`src/rtl/clk_freq_monitor_pkg.sv`:
```
// Shared constants and state encoding for the divided-clock frequency monitor.
package clk_freq_monitor_pkg;

  localparam int HALF_4F_DEF  = 4;
  localparam int HALF_2F_DEF  = 8;
  localparam int HALF_F_DEF   = 16;
  localparam int LOCK_CNT_DEF = 4;
  localparam int CNT_W_DEF    = 6;

  typedef enum logic [1:0] {
    SEARCH  = 2'd0,
    MEASURE = 2'd1,
    LOCKED  = 2'd2,
    FAULT   = 2'd3
  } chk_state_e;

endpackage

```
`src/rtl/clk_run_checker.sv`:
```
// Measures high/low run lengths of one divided clock against its expected half-period.
//   state   | meaning
//   SEARCH  | waiting for the first edge; partial run before it is ignored
//   MEASURE | counting consecutive good half-periods towards lock
//   LOCKED  | lock asserted; every run must still be exactly HALF samples
//   FAULT   | violation seen; waits for an edge to restart measurement
module clk_run_checker
  import clk_freq_monitor_pkg::*;
#(
  parameter int HALF     = HALF_4F_DEF,
  parameter int LOCK_CNT = LOCK_CNT_DEF,
  parameter int CNT_W    = CNT_W_DEF
) (
  input  logic clk_32f,
  input  logic reset,
  input  logic err_clr,
  input  logic clk_in,
  output logic lock,
  output logic err
);

  localparam int GOOD_W = $clog2(LOCK_CNT + 1);
  localparam logic [CNT_W-1:0]  HALF_C    = CNT_W'(HALF);
  localparam logic [CNT_W-1:0]  CNT_MAX   = '1;
  localparam logic [GOOD_W-1:0] LAST_GOOD = GOOD_W'(LOCK_CNT - 1);

  logic              s_q;
  logic [CNT_W-1:0]  run_q;
  logic [GOOD_W-1:0] good_q, good_d;
  chk_state_e        state_q, state_d;
  logic              edge_seen, good_run, short_run, long_run, violation;

  assign edge_seen = clk_in != s_q;
  assign good_run  = edge_seen && (run_q == HALF_C);
  assign short_run = edge_seen && (run_q < HALF_C);
  // Overlong run is flagged on the (HALF+1)-th sample, not when the edge finally arrives
  assign long_run  = !edge_seen && (run_q == HALF_C);

  always_ff @(posedge clk_32f or posedge reset) begin
    if (reset) begin
      s_q   <= 1'b0;
      run_q <= '0;
    end else begin
      s_q <= clk_in;
      if (edge_seen)
        run_q <= CNT_W'(1);
      else if (run_q != CNT_MAX)
        run_q <= run_q + 1'b1;
    end
  end

  always_comb begin
    state_d   = state_q;
    good_d    = good_q;
    violation = 1'b0;
    case (state_q)
      SEARCH: begin
        if (edge_seen) begin
          state_d = MEASURE;
          good_d  = '0;
        end
      end
      MEASURE: begin
        if (short_run || long_run) begin
          state_d   = FAULT;
          violation = 1'b1;
        end else if (good_run) begin
          good_d = good_q + 1'b1;
          if (good_q == LAST_GOOD)
            state_d = LOCKED;
        end
      end
      LOCKED: begin
        if (short_run || long_run) begin
          state_d   = FAULT;
          violation = 1'b1;
        end
      end
      FAULT: begin
        if (edge_seen) begin
          state_d = MEASURE;
          good_d  = '0;
        end
      end
      default: state_d = SEARCH;
    endcase
  end

  always_ff @(posedge clk_32f or posedge reset) begin
    if (reset) begin
      state_q <= SEARCH;
      good_q  <= '0;
      lock    <= 1'b0;
      err     <= 1'b0;
    end else begin
      state_q <= state_d;
      good_q  <= good_d;
      lock    <= (state_d == LOCKED);
      err     <= violation | (err & ~err_clr);
    end
  end

endmodule

```
`src/rtl/clk_freq_monitor.sv`:
```
// Checks clk_4f/clk_2f/clk_f half-periods against clk_32f and reports per-clock lock and sticky errors.
module clk_freq_monitor
  import clk_freq_monitor_pkg::*;
#(
  parameter int HALF_4F  = HALF_4F_DEF,
  parameter int HALF_2F  = HALF_2F_DEF,
  parameter int HALF_F   = HALF_F_DEF,
  parameter int LOCK_CNT = LOCK_CNT_DEF,
  parameter int CNT_W    = CNT_W_DEF
) (
  input  logic clk_32f,
  input  logic reset,
  input  logic err_clr,
  input  logic clk_4f,
  input  logic clk_2f,
  input  logic clk_f,
  output logic lock_4f,
  output logic lock_2f,
  output logic lock_f,
  output logic err_4f,
  output logic err_2f,
  output logic err_f,
  output logic all_lock
);

  clk_run_checker #(.HALF(HALF_4F), .LOCK_CNT(LOCK_CNT), .CNT_W(CNT_W)) u_chk_4f (
    .clk_32f (clk_32f),
    .reset   (reset),
    .err_clr (err_clr),
    .clk_in  (clk_4f),
    .lock    (lock_4f),
    .err     (err_4f)
  );

  clk_run_checker #(.HALF(HALF_2F), .LOCK_CNT(LOCK_CNT), .CNT_W(CNT_W)) u_chk_2f (
    .clk_32f (clk_32f),
    .reset   (reset),
    .err_clr (err_clr),
    .clk_in  (clk_2f),
    .lock    (lock_2f),
    .err     (err_2f)
  );

  clk_run_checker #(.HALF(HALF_F), .LOCK_CNT(LOCK_CNT), .CNT_W(CNT_W)) u_chk_f (
    .clk_32f (clk_32f),
    .reset   (reset),
    .err_clr (err_clr),
    .clk_in  (clk_f),
    .lock    (lock_f),
    .err     (err_f)
  );

  // Registered so downstream gating sees a clean flop output
  always_ff @(posedge clk_32f or posedge reset) begin
    if (reset)
      all_lock <= 1'b0;
    else
      all_lock <= lock_4f & lock_2f & lock_f;
  end

endmodule
```
`config.mk`:
```
export PLATFORM = sky130hd
export DESIGN_NAME = clk_freq_monitor
export DESIGN_NICKNAME = d
export VERILOG_FILES = /design/src/rtl/clk_freq_monitor_pkg.sv /design/src/rtl/clk_run_checker.sv /design/src/rtl/clk_freq_monitor.sv
export SDC_FILE = /design/constraint.sdc
export NUM_CORES = 1
export LEC_CHECK = 0
export CORE_ASPECT_RATIO = 0.9
export CORE_MARGIN = 2
export CORE_UTILIZATION = 60
export CTS_BUF_LIST = sky130_fd_sc_hd__clkbuf_8 sky130_fd_sc_hd__clkbuf_16
export CTS_CLUSTER_DIAMETER = 150
export DETAILED_ROUTE_END_ITERATION = 7
export PLACE_DENSITY = 0.8
export SYNTH_ARGS = -nofsm -noshare
export SYNTH_HDL_FRONTEND = slang
export SYNTH_SLANG_ARGS = --single-unit
```
`constraint.sdc`:
```
create_clock -name clk_32f -period 4.3 [get_ports clk_32f]
set_input_delay 1.29 -clock clk_32f [delete_from_list [all_inputs] [get_ports clk_32f]]
set_output_delay 1.29 -clock clk_32f [all_outputs]
set_load 0.03 [all_outputs]
```
==> impl_metrics.py <==
metrics = {
    "grt": {
        "grt_max_degree": 27,
        "grt_busiest_layer": "met2",
        "grt_overflow": 0,
        "grt_pass1_wl_um": 7590,
        "track_usage_pct": 20.9,
        "grt_pass1_vias": 1661,
        "grt_antenna_before_repair": 0,
        "grt_use_met1_pct": 28.7,
        "use_met3_pct": 4.20,
        "grtUsageMet2_pct": 33.8,
    },
    "finish": {
        "fillers": 288,
        "layout.area.seq_sq_um": 1080,
        "final_nets": 282,
        "final_util_pct": 70.7,
        "drive_gt1_share_pct": 7.03,
        "finalInstanceArea_sq_um": 2690,
        "multiInputGateArea_sq_um": 1260,
        "syn2layout_area_growth_pct": 10.6,
        "n_antenna_cell": 0,
    },
    "logic_synthesis": {
        "syn_inst": 238,
        "yosysMostFrequentCell": "dfrtp_1",
        "synth_commonest_cells": "dfrtp_1 (43), inv_1 (22), ha_1 (21)",
        "avgSynthCellArea_sq_um": 10.2,
        "synthesis.area_sq_um": 2430,
        "synth-seq-area-share_pct": 44.2,
        "async_flop_share_pct": 100,
        "synth.area.top_cells": "dfrtp_1 (44%), ha_1 (11%), mux2i_1 (3.7%)",
        "syn_nets": 265,
        "synth_cell_types": 49,
        "synth_top_area_cell": "dfrtp_1",
        "synth_top_area_share_pct": 44.2,
        "synth_edf_count": 0,
        "ys_ff_latch": 43,
        "synth-main-ff-cell": "dfrtp_1",
        "yosys_warnings": 0,
    },
    "status": {
        "outcome": "finished, final reports clean",
    },
    "place": {
        "routabilityCongestion": 0.838,
        "dp_hpwl_um": 3240,
        "pre_cts_slack_ns": 1.13,
        "dpl_cell_area_sq_um": 2610,
        "io_buffers": 12,
    },
    "die": {
        "fp-row-count": 21,
        "dieArea_sq_um": 4580,
        "fp.dieW_um": 71.1,
        "core-area_sq_um": 3810,
        "start_util_pct": 63.9,
        "die_height_um": 64.4,
        "boundaryPins": 13,
    },
    "clock_tree": {
        "cts_sinks": 43,
        "clk_latency_ns": 0.30,
        "numCtsBuffers": 5,
        "clock_path_buffers": 2,
        "cts_max_level": 2,
        "root_buffer": "clkbuf_8",
        "cts_tree": "yes",
        "ctsResizeCount": 0,
        "ctsHoldBuffers": 0,
        "path_clk_slew_ns": 0.08,
        "cts_setup_buffers": 0,
    },
    "timing": {
        "slew_headroom_pct": 58.6,
        "holdWs_ns": 0.504,
        "slew_violations": 0,
        "fmax_ghz": 0.351,
        "worstMarginPinSlew_ns": 0.617,
        "setup_viol": 0,
        "clock_skew_ns": 0.00717,
        "hold_viol": 0,
        "min_period_ns": 2.85,
        "rsz0062_at_grt": "no",
        "setup_slack_ns": 1.45,
        "fin_crit_sh_pct": 66.2,
        "tns_ns": 0,
    },
    "drt": {
        "routed_wl_um": 4290,
        "ant_nets": 0,
        "dr_total_vias": 1741,
        "drc_errors": 0,
        "vias_per_cell": 5.76,
        "wl_per_cell_um": 14.2,
        "first_pass_iters": 5,
        "drtIter0Drc": 139,
    },
    "power": {
        "leakagePower_nw": 1.28,
        "peakVddDrop_uv": 276,
        "power_density_nw_per_um2": 553,
    },
    "setup_path": {
        "arrival_ns": 3.03,
        "startpoint_type": "input pin",
        "critPathRequiredTime_ns": 4.49,
        "slowest_stage": "clkdlybuf4s50_1",
        "critPathKind": "in2reg",
        "path_cells": "clkdlybuf4s50_1 -> xor2_1 -> nand4_2 -> a22o_1 -> a22o_1",
        "crit_fanout": 7,
        "path_buf_inv": 1,
        "cp_slowest_stage_delay_ns": 0.53,
        "endpoint_kind": "flip-flop",
        "cpMostUsedCell": "a22o_1",
        "timing.critical_path.max_delay_family": "buffers and inverters",
    },
    "job": {
        "maxCapViolCount": 0,
    },
    "hold_path": {
        "min_path_type": "reg2reg",
    },
}
[cell usage in the layout (no fill, tap or decap), types with 4 or more instances in the layout]
| cell | synthesis | layout |
|---|---|---|
| a21oi_1 | 9 | 9 |
| a31oi_1 | 8 | 8 |
| clkbuf_8 | 0 | 5 |
| clkdlybuf4s50_1 | 0 | 12 |
| dfrtp_1 | 43 | 43 |
| ha_1 | 21 | 21 |
| inv_1 | 22 | 22 |
| mux2_2 | 4 | 4 |
| mux2i_1 | 9 | 9 |
| nand2_1 | 15 | 15 |
| nand2b_1 | 4 | 4 |
| nand3_1 | 10 | 10 |
| nor2_1 | 16 | 16 |
| o21ai_0 | 9 | 9 |
| xnor2_1 | 6 | 6 |
| xor2_1 | 5 | 5 |
[metrics by stage]
stage	instances	power, mW
after floorplan	238	1.07
after global placement	294	1.22
after detailed placement	294	1.25
after CTS	302	1.50
after global routing	302	1.61
final	302	1.49
[flip-flops by register name (all words and copies together), names as in the netlist, 2 cells and up]
| signal | count |
|---|---|
| u_chk_f.run_q | 6 |
| u_chk_f.state_q | 2 |
| u_chk_2f.good_q | 3 |
| u_chk_4f.good_q | 3 |
| u_chk_f.good_q | 3 |
| u_chk_2f.run_q | 6 |
| u_chk_4f.state_q | 2 |
| u_chk_2f.state_q | 2 |
| u_chk_4f.run_q | 6 |
[metal layers]
metal	part of all wire, %	wire [um]	vias to the layer above
met5	0	0	-
met3	2.8	122	4
met4	1.0	44	0
met2	47	2020	27
met1	49	2100	829
li1	-	-	881
[final cells by class]
class / count / area share [%]
Multi-Input combinational cell: 170 / 46.9
Sequential cell: 43 / 40.0
Timing Repair Buffer: 13 / 4.74
Inverter: 22 / 3.07
Clock buffer: 5 / 2.56
Tap cell: 46 / 2.14
Clock inverter: 3 / 0.604
[path summary, 6_finish.rpt]
kind | start | endpoint | slack [ns] | depth (start not counted)
hold reg to reg | u_chk_2f.err | u_chk_2f.err | 0.50 | 1
hold / removal | u_chk_2f.err | u_chk_2f.err | 0.50 | 1
min in group asynchronous | reset | u_chk_f.state_q[0] | 1.30 | 2
max in group asynchronous | reset | u_chk_2f.run_q[0] | 2.31 | 3
setup / recovery | clk_f | u_chk_f.good_q[2] | 1.45 | 5
setup reg to reg | u_chk_f.state_q[0] | u_chk_f.state_q[0] | 2.37 | 6
[report_power, final]
part / internal (mW) / total, mW / switching (mW)
Combinational: 0.291 / 0.661 / 0.370
Clock: 0.111 / 0.250 / 0.138
Sequential: 0.496 / 0.579 / 0.0834
Total: 0.898 / 1.49 / 0.592
[cells by family (layout without fill, tap and decap cells)]
group           after synthesis  count (layout)  share of synthesized area [%]
fa+ha+maj                    21              21                           10.8
flops                        43              43                           44.2
buf+inv                      25              43                           3.86
compound gates               50              50                           14.3
xor+xnor                     12              12                           4.63
simple gates                 74              74                           16.6
mux                          13              13                           5.55
No activity file was read; power rests on OpenSTA's default activity.
